[config.mk]
export PLATFORM = sky130hd
export DESIGN_NAME = seg7_scan_display
export DESIGN_NICKNAME = d
export VERILOG_FILES = /design/src/rtl/seg7_pkg.sv /design/src/rtl/seg7_scan_display_bin2bcd_seq.sv /design/src/rtl/seg7_scan_display.sv
export SDC_FILE = /design/constraint.sdc
export NUM_CORES = 1
export LEC_CHECK = 0
export CAP_MARGIN = 20
export CORE_MARGIN = 2
export CORE_UTILIZATION = 50
export CTS_CLUSTER_DIAMETER = 100
export DETAILED_ROUTE_END_ITERATION = 8
export PLACE_DENSITY = 0.67
export SLEW_MARGIN = 10
export SYNTH_ARGS = -nofsm -noshare
export SYNTH_HDL_FRONTEND = slang
export SYNTH_SLANG_ARGS = --single-unit
[constraint.sdc]
create_clock -name clk -period 2.17 [get_ports clk]
set_input_delay 0.3255 -clock clk [delete_from_list [all_inputs] [get_ports clk]]
set_output_delay 0.3255 -clock clk [all_outputs]
set_load 0.02 [all_outputs]
[src/rtl/seg7_pkg.sv]
`default_nettype none
// ============================================================================
// Module      : seg7_pkg
// Description : Shared glyph encodings, banner codes and converter state type
//               for the 4-digit scanned 7-segment display.
// Revision    : 1.0 - initial release
// ============================================================================
package seg7_pkg;

    localparam logic [7:0] GOOD_CODE = 8'd255;
    localparam logic [7:0] END_CODE  = 8'd253;

    // Active-low segment patterns, bit 0 = a .. bit 6 = g, bit 7 = dp (off)
    localparam logic [7:0] GLYPH_0     = 8'hC0;
    localparam logic [7:0] GLYPH_1     = 8'hF9;
    localparam logic [7:0] GLYPH_2     = 8'hA4;
    localparam logic [7:0] GLYPH_3     = 8'hB0;
    localparam logic [7:0] GLYPH_4     = 8'h99;
    localparam logic [7:0] GLYPH_5     = 8'h92;
    localparam logic [7:0] GLYPH_6     = 8'h82;
    localparam logic [7:0] GLYPH_7     = 8'hF8;
    localparam logic [7:0] GLYPH_8     = 8'h80;
    localparam logic [7:0] GLYPH_9     = 8'h90;
    localparam logic [7:0] GLYPH_BLANK = 8'hFF;
    localparam logic [7:0] GLYPH_L     = 8'hC7;
    localparam logic [7:0] GLYPH_G     = 8'hC2;
    localparam logic [7:0] GLYPH_o     = 8'hA3;
    localparam logic [7:0] GLYPH_d     = 8'hA1;
    localparam logic [7:0] GLYPH_E     = 8'h86;
    localparam logic [7:0] GLYPH_n     = 8'hAB;

    localparam logic [3:0][7:0] GLYPHS_RESET = {GLYPH_L, GLYPH_BLANK, GLYPH_BLANK, GLYPH_0};

    typedef enum logic [1:0] {
        CONV_IDLE  = 2'd0,
        CONV_SHIFT = 2'd1,
        CONV_DONE  = 2'd2
    } conv_state_t;

    function automatic logic [7:0] digit_glyph(input logic [3:0] d);
        logic [7:0] g;
        case (d)
            4'd0:    g = GLYPH_0;
            4'd1:    g = GLYPH_1;
            4'd2:    g = GLYPH_2;
            4'd3:    g = GLYPH_3;
            4'd4:    g = GLYPH_4;
            4'd5:    g = GLYPH_5;
            4'd6:    g = GLYPH_6;
            4'd7:    g = GLYPH_7;
            4'd8:    g = GLYPH_8;
            4'd9:    g = GLYPH_9;
            default: g = GLYPH_BLANK;
        endcase
        return g;
    endfunction

endpackage
`default_nettype wire

[src/rtl/seg7_scan_display_bin2bcd_seq.sv]
`default_nettype none
// ============================================================================
// Module      : bin2bcd_seq
// Description : Sequential 8-bit binary to 3-digit BCD converter
//               (double-dabble, 8 shift/add-3 iterations, start/done handshake).
// Revision    : 1.0 - initial release
// ============================================================================
module bin2bcd_seq (
    input  logic        clk,
    input  logic        rst_n,
    input  logic        start,
    input  logic [7:0]  bin,
    output logic        busy,
    output logic        done,
    output logic [11:0] bcd
);
    import seg7_pkg::*;

    conv_state_t r_state;
    conv_state_t w_state_next;
    logic [19:0] r_shift;
    logic [19:0] w_shift_next;
    logic [19:0] w_adj;
    logic [2:0]  r_iter;
    logic [2:0]  w_iter_next;

    // Add 3 to every BCD nibble that would overflow past 9 on the next shift
    always_comb begin
        w_adj = r_shift;
        for (int i = 0; i < 3; i++) begin
            if (r_shift[8 + 4*i +: 4] >= 4'd5) begin
                w_adj[8 + 4*i +: 4] = r_shift[8 + 4*i +: 4] + 4'd3;
            end
        end
    end

    always_comb begin
        w_state_next = r_state;
        w_shift_next = r_shift;
        w_iter_next  = r_iter;
        case (r_state)
            CONV_IDLE: begin
                if (start) begin
                    w_shift_next = {12'd0, bin};
                    w_iter_next  = 3'd0;
                    w_state_next = CONV_SHIFT;
                end
            end
            CONV_SHIFT: begin
                w_shift_next = {w_adj[18:0], 1'b0};
                w_iter_next  = r_iter + 3'd1;
                if (r_iter == 3'd7) begin
                    w_state_next = CONV_DONE;
                end
            end
            CONV_DONE: begin
                w_state_next = CONV_IDLE;
            end
            default: begin
                w_state_next = CONV_IDLE;
            end
        endcase
    end

    always_ff @(posedge clk or negedge rst_n) begin
        if (!rst_n) begin
            r_state <= CONV_IDLE;
            r_shift <= '0;
            r_iter  <= '0;
        end else begin
            r_state <= w_state_next;
            r_shift <= w_shift_next;
            r_iter  <= w_iter_next;
        end
    end

    assign busy = (r_state != CONV_IDLE);
    assign done = (r_state == CONV_DONE);
    assign bcd  = r_shift[19:8];

endmodule
`default_nettype wire

[src/rtl/seg7_scan_display.sv]
`default_nettype none
// ============================================================================
// Module      : seg7_scan_display
// Description : 4-digit multiplexed 7-segment driver for the game score code,
//               with banner decoding, frame-synchronous commit and blinking.
// Revision    : 1.0 - initial release
// ============================================================================
module seg7_scan_display #(
    parameter int unsigned SCAN_DIV     = 1000,
    parameter int unsigned BLINK_FRAMES = 64,
    parameter logic [7:0]  GOOD_CODE    = seg7_pkg::GOOD_CODE,
    parameter logic [7:0]  END_CODE     = seg7_pkg::END_CODE
) (
    input  logic       clk,
    input  logic       rst_n,
    input  logic [7:0] code,
    input  logic       end_flag,
    output logic [7:0] seg_n,
    output logic [3:0] dig_n
);
    import seg7_pkg::*;

    localparam int unsigned DIV_W = $clog2(SCAN_DIV);
    localparam int unsigned BLK_W = $clog2(BLINK_FRAMES + 1);
    localparam logic [DIV_W-1:0] c_div_last   = DIV_W'(SCAN_DIV - 1);
    localparam logic [BLK_W-1:0] c_blink_last = BLK_W'(BLINK_FRAMES - 1);

    logic [DIV_W-1:0] r_div;
    logic [1:0]       r_digit;
    logic [BLK_W-1:0] r_blink_cnt;
    logic             r_blank_phase;
    logic [7:0]       r_last_code;
    logic [3:0][7:0]  r_pending;
    logic [3:0][7:0]  r_glyphs;

    logic             w_digit_tick;
    logic             w_frame_tick;
    logic             w_conv_start;
    logic             w_conv_busy;
    logic             w_conv_done;
    logic [11:0]      w_bcd;
    logic [3:0][7:0]  w_mapped;
    logic             w_blank;
    logic [3:0]       w_digit_onehot;

    assign w_digit_tick   = (r_div == c_div_last);
    assign w_frame_tick   = w_digit_tick && (r_digit == 2'd0);
    assign w_conv_start   = !w_conv_busy && (code != r_last_code);
    assign w_blank        = r_blank_phase && end_flag;
    assign w_digit_onehot = 4'b0001 << r_digit;

    bin2bcd_seq u_bin2bcd (
        .clk   (clk),
        .rst_n (rst_n),
        .start (w_conv_start),
        .bin   (code),
        .busy  (w_conv_busy),
        .done  (w_conv_done),
        .bcd   (w_bcd)
    );

    // Glyphs for the code held in r_last_code, valid while the converter reports done
    always_comb begin
        w_mapped = {GLYPH_L, digit_glyph(w_bcd[11:8]), digit_glyph(w_bcd[7:4]),
                    digit_glyph(w_bcd[3:0])};
        if (w_bcd[11:8] == 4'd0) begin
            w_mapped[2] = GLYPH_BLANK;
        end
        if (w_bcd[11:4] == 8'd0) begin
            w_mapped[1] = GLYPH_BLANK;
        end
        if (r_last_code == GOOD_CODE) begin
            w_mapped = {GLYPH_G, GLYPH_o, GLYPH_o, GLYPH_d};
        end else if (r_last_code == END_CODE) begin
            w_mapped = {GLYPH_E, GLYPH_n, GLYPH_d, GLYPH_BLANK};
        end
    end

    always_ff @(posedge clk or negedge rst_n) begin
        if (!rst_n) begin
            r_div   <= '0;
            r_digit <= 2'd3;
        end else if (w_digit_tick) begin
            r_div   <= '0;
            r_digit <= r_digit - 2'd1;
        end else begin
            r_div   <= r_div + 1'b1;
        end
    end

    always_ff @(posedge clk or negedge rst_n) begin
        if (!rst_n) begin
            r_blink_cnt   <= '0;
            r_blank_phase <= 1'b0;
        end else if (!end_flag) begin
            r_blink_cnt   <= '0;
            r_blank_phase <= 1'b0;
        end else if (w_frame_tick) begin
            if (r_blink_cnt == c_blink_last) begin
                r_blink_cnt   <= '0;
                r_blank_phase <= ~r_blank_phase;
            end else begin
                r_blink_cnt   <= r_blink_cnt + 1'b1;
            end
        end
    end

    // Content only changes at frame boundaries; a same-cycle done bypasses r_pending
    always_ff @(posedge clk or negedge rst_n) begin
        if (!rst_n) begin
            r_last_code <= 8'd0;
            r_pending   <= GLYPHS_RESET;
            r_glyphs    <= GLYPHS_RESET;
        end else begin
            if (w_conv_start) begin
                r_last_code <= code;
            end
            if (w_conv_done) begin
                r_pending <= w_mapped;
            end
            if (w_frame_tick) begin
                r_glyphs <= w_conv_done ? w_mapped : r_pending;
            end
        end
    end

    always_ff @(posedge clk or negedge rst_n) begin
        if (!rst_n) begin
            seg_n <= GLYPH_BLANK;
            dig_n <= 4'hF;
        end else if (w_blank) begin
            seg_n <= GLYPH_BLANK;
            dig_n <= 4'hF;
        end else begin
            seg_n <= r_glyphs[r_digit];
            dig_n <= ~w_digit_onehot;
        end
    end

endmodule
`default_nettype wire

==> summary.txt <==
layout cells sized above 1 = 28.55%
CTS Root Cell = clkbuf_16
CP Capture Type = register
Die Y = 115.2 µm
Post-Layout Cell Count = 767
largest area contributor in the synthesized netlist = dfrtp_1
First-pass DRT Iterations = 4
Num CTS Buffers = 17
WP depth = 7
top post-synthesis cells by area = dfrtp_1 (28%), dfstp_2 (25%), mux2_2 (4.7%)
overall power = 0.008632 W
later-pin clock latency in the skew report = 0.41 ns
slowest library cell on the worst path = dfrtp_1
vias in the first global route = 4300
initial core utilization = 51.29%
max cap viols = 0
#FFs+latches synth = 129
DRC violations left = 0
CTS sink cnt = 129
Die Span X = 115.2 µm
status = complete, no violations
total global-route track usage = 20.34%
Worst Reg2Reg Path Length in Cells = 7
nets@finish = 620
post-detail-place hpwl = 8.308 mm
worst-case clock buffer depth = 2
Int Power = 0.005826 W
mapped cell area = 6186 µm²
cell family with most CP delay = flip-flops
EDFF count, synth = 0
initial antenna violation count = 0
Slew HR = 56.85%
Max IR drop VDD = 0.0007303 V
Setup WS post-layout = 0.1580 ns
vias per inst = 5.353
largest net degree at the start of global routing = 52
library cells used by synthesis = 61
I/O pin count = 23
Final Setup Violations = 0
Max Freq = 497.0 MHz
P&R area growth vs syn = 16.85%
post-synthesis sequential area ratio = 53.40%
Iter 0 DRT Violations = 223
H-tree Lvls = 4
worst-margin pin slew = 0.6451 ns
Detailed Route WL = 11.91 mm
Sw Share = 32.50%
dpl ws = -0.04407 ns
Port Buf Inserts = 22
Post-synth top cells = dfrtp_1 (69), nand2_1 (68), dfstp_2 (60), nor2_1 (35), o21ai_0 (31)
CP startpoint kind = register
first-pass GRT wire length = 20.94 mm
remaining antenna violation count after routing = 0
combinational share of power = 28.6%
hold slack = 0.3767 ns
Overflow after GRT = 0
CP arrival = 2.35 ns
Vias = 4106
ys async rst share = 100.0%
CTS tree = done
Buf+Inv Stages, Crit Path = 1
final hold violation count = 0
post-synth net total = 585
WL per Instance = 15.53 µm
synth warn = 0
Most used DFF post-synth = dfrtp_1
Util after Layout = 59.93%
Final Cycle Share = 92.72%
Seq pwr share = 41.1%
Worst Skew = 0.01054 ns
minimum clock period = 2.012 ns
Sw Pwr = 0.002806 W
critical setup path kind = register to register
die area = 13280 µm²
Synth Area per Inst = 11.23 µm²
delay of the slowest critical-path stage = 0.47 ns
Worst-path clk slew = 0.06 ns
Final GP Congestion = 0.8666
Max Slew Vio Count = 0
cells along the critical path = inv_1 > ha_1 > or3_1 > a21oi_1 > nor3_1 > a211o_1 > mux2_2
row count = 40
cell total after placement = 734
Crit path required time = 2.50 ns
RSZ-0062 raised after global routing = no
synthesized netlist cell count = 551
top-count cell post-synth = dfrtp_1
Hold Crit Class = input port to asynchronous set/reset pin
top-area cell type share of the netlist area = 27.91%
Clock power frac = 30.3%
leakage power total = 3.086 nW
n_diodes = 0
CP max FO = 8
core area = 12060 µm²
PwrDens = 1194 nW/µm²
## routing by layer
metal / global-route usage, % / part of all wire [%] / wire [µm] / vias up
li1: - / - / - / 2003
met1: 26.31 / 45 / 5415 / 2031
met2: 33.80 / 51 / 6048 / 67
met3: 5.430 / 3.2 / 381 / 5
met4: 6.104 / 0.53 / 63 / 0
met5: 0 / 0 / 0 / -
## registers in the layout, indices dropped and copies added, names as in the netlist
register / flops
u_bin2bcd.r_state: 2
r_glyphs: 32
r_digit: 2
r_last_code: 8
u_bin2bcd.r_shift: 20
r_blink_cnt: 7
r_pending: 32
dig_n: 4
r_div: 10
r_blank_phase: 1
seg_n: 8
u_bin2bcd.r_iter: 3
## power groups by stage
stage | Sequential [W] | Clock (W) | Combinational, W
after global placement | 0.00355 | 0 | 0.00242
final | 0.00354 | 0.00262 | 0.00247
after floorplan | 0.00337 | 0 | 0.00197
after CTS | 0.00354 | 0.00268 | 0.00251
after global routing | 0.00363 | 0.00280 | 0.00281
after detailed placement | 0.00357 | 0 | 0.00248
## kinds of logic (layout without fill, tap and decap cells)
| family | count (synthesis) | after routing | synth area share, % |
|---|---|---|---|
| adder cells (fa/ha/maj) | 23 | 23 | 4.652 |
| flip-flops | 129 | 129 | 53.40 |
| XOR/XNOR | 22 | 22 | 3.115 |
| multiplexers | 37 | 37 | 8.131 |
| AO/OA/AOI/OAI | 104 | 104 | 11.45 |
| buffers and inverters | 40 | 88 | 3.175 |
| AND/OR/NAND/NOR | 196 | 196 | 16.08 |
## cells in the final DEF (no fill, tap or decap), types with 3 or more instances in the layout
cell and count:
a21oi_1 19, a221o_1 8, a22o_1 11, and2_1 15, and3_1 3, buf_12 3, buf_4 19, clkbuf_16 17
clkbuf_8 4, clkdlybuf4s50_1 21, clkinv_2 3, clkinvlp_4 4, dfrtp_1 69, dfstp_2 60, ha_1 23, inv_1 11
mux2_2 26, mux2i_1 3, mux4_2 8, nand2_1 68, nand2b_1 11, nand3_1 12, nand4_1 4, nor2_1 35
nor2b_1 7, nor3_1 11, o21a_1 3, o21ai_0 31, o22a_1 3, o31ai_1 10, or2_2 11, or3_1 3
xnor2_1 16, xor2_1 6
## per-stage QoR
stage / area (µm²) / TNS, ns
detailed placement: 6658 / -0.2672
CTS: 7228 / 0
global route: 7228 / 0
global placement: 6658 / 0
floorplan: 6186 / 0
finish: 7228 / 0
## timing repair
action / 4_1_cts / 5_1_grt
hold buffers: 1 / 0
endpoints found under the setup margin: 0 / 1
buffers inserted: 0 / 0
resized for setup: 0 / 1
endpoints found under the hold margin: 21 / 0
## final cells by class
class / instances / area [µm²]
clock inverter: 11 / 80.08
clock buffer: 21 / 480.5
fill: 988 / 4833
tap: 168 / 210.2
sequential: 129 / 3303
multi-input combinational: 382 / 2686
timing repair buffer: 44 / 422.9
inverter: 12 / 45.04
## worst paths after layout
path / startpoint / to / slack (ns)
worst max-delay path: u_bin2bcd.r_shift[17]$_DFFE_PN0P_ / r_glyphs[19]$_DFFE_PN1P_ / 0.16
worst min-delay path: rst_n / u_bin2bcd.r_shift[4]$_DFFE_PN0P_ / 0.38
worst max register to register: u_bin2bcd.r_shift[17]$_DFFE_PN0P_ / r_glyphs[19]$_DFFE_PN1P_ / 0.16
worst min register to register: r_glyphs[31]$_DFFE_PN1P_ / r_glyphs[31]$_DFFE_PN1P_ / 0.46
max in group asynchronous: rst_n / r_glyphs[12]$_DFFE_PN1P_ / 1.12
min in group clk: r_glyphs[31]$_DFFE_PN1P_ / r_glyphs[31]$_DFFE_PN1P_ / 0.46
(Power assumes the default switching activity.)
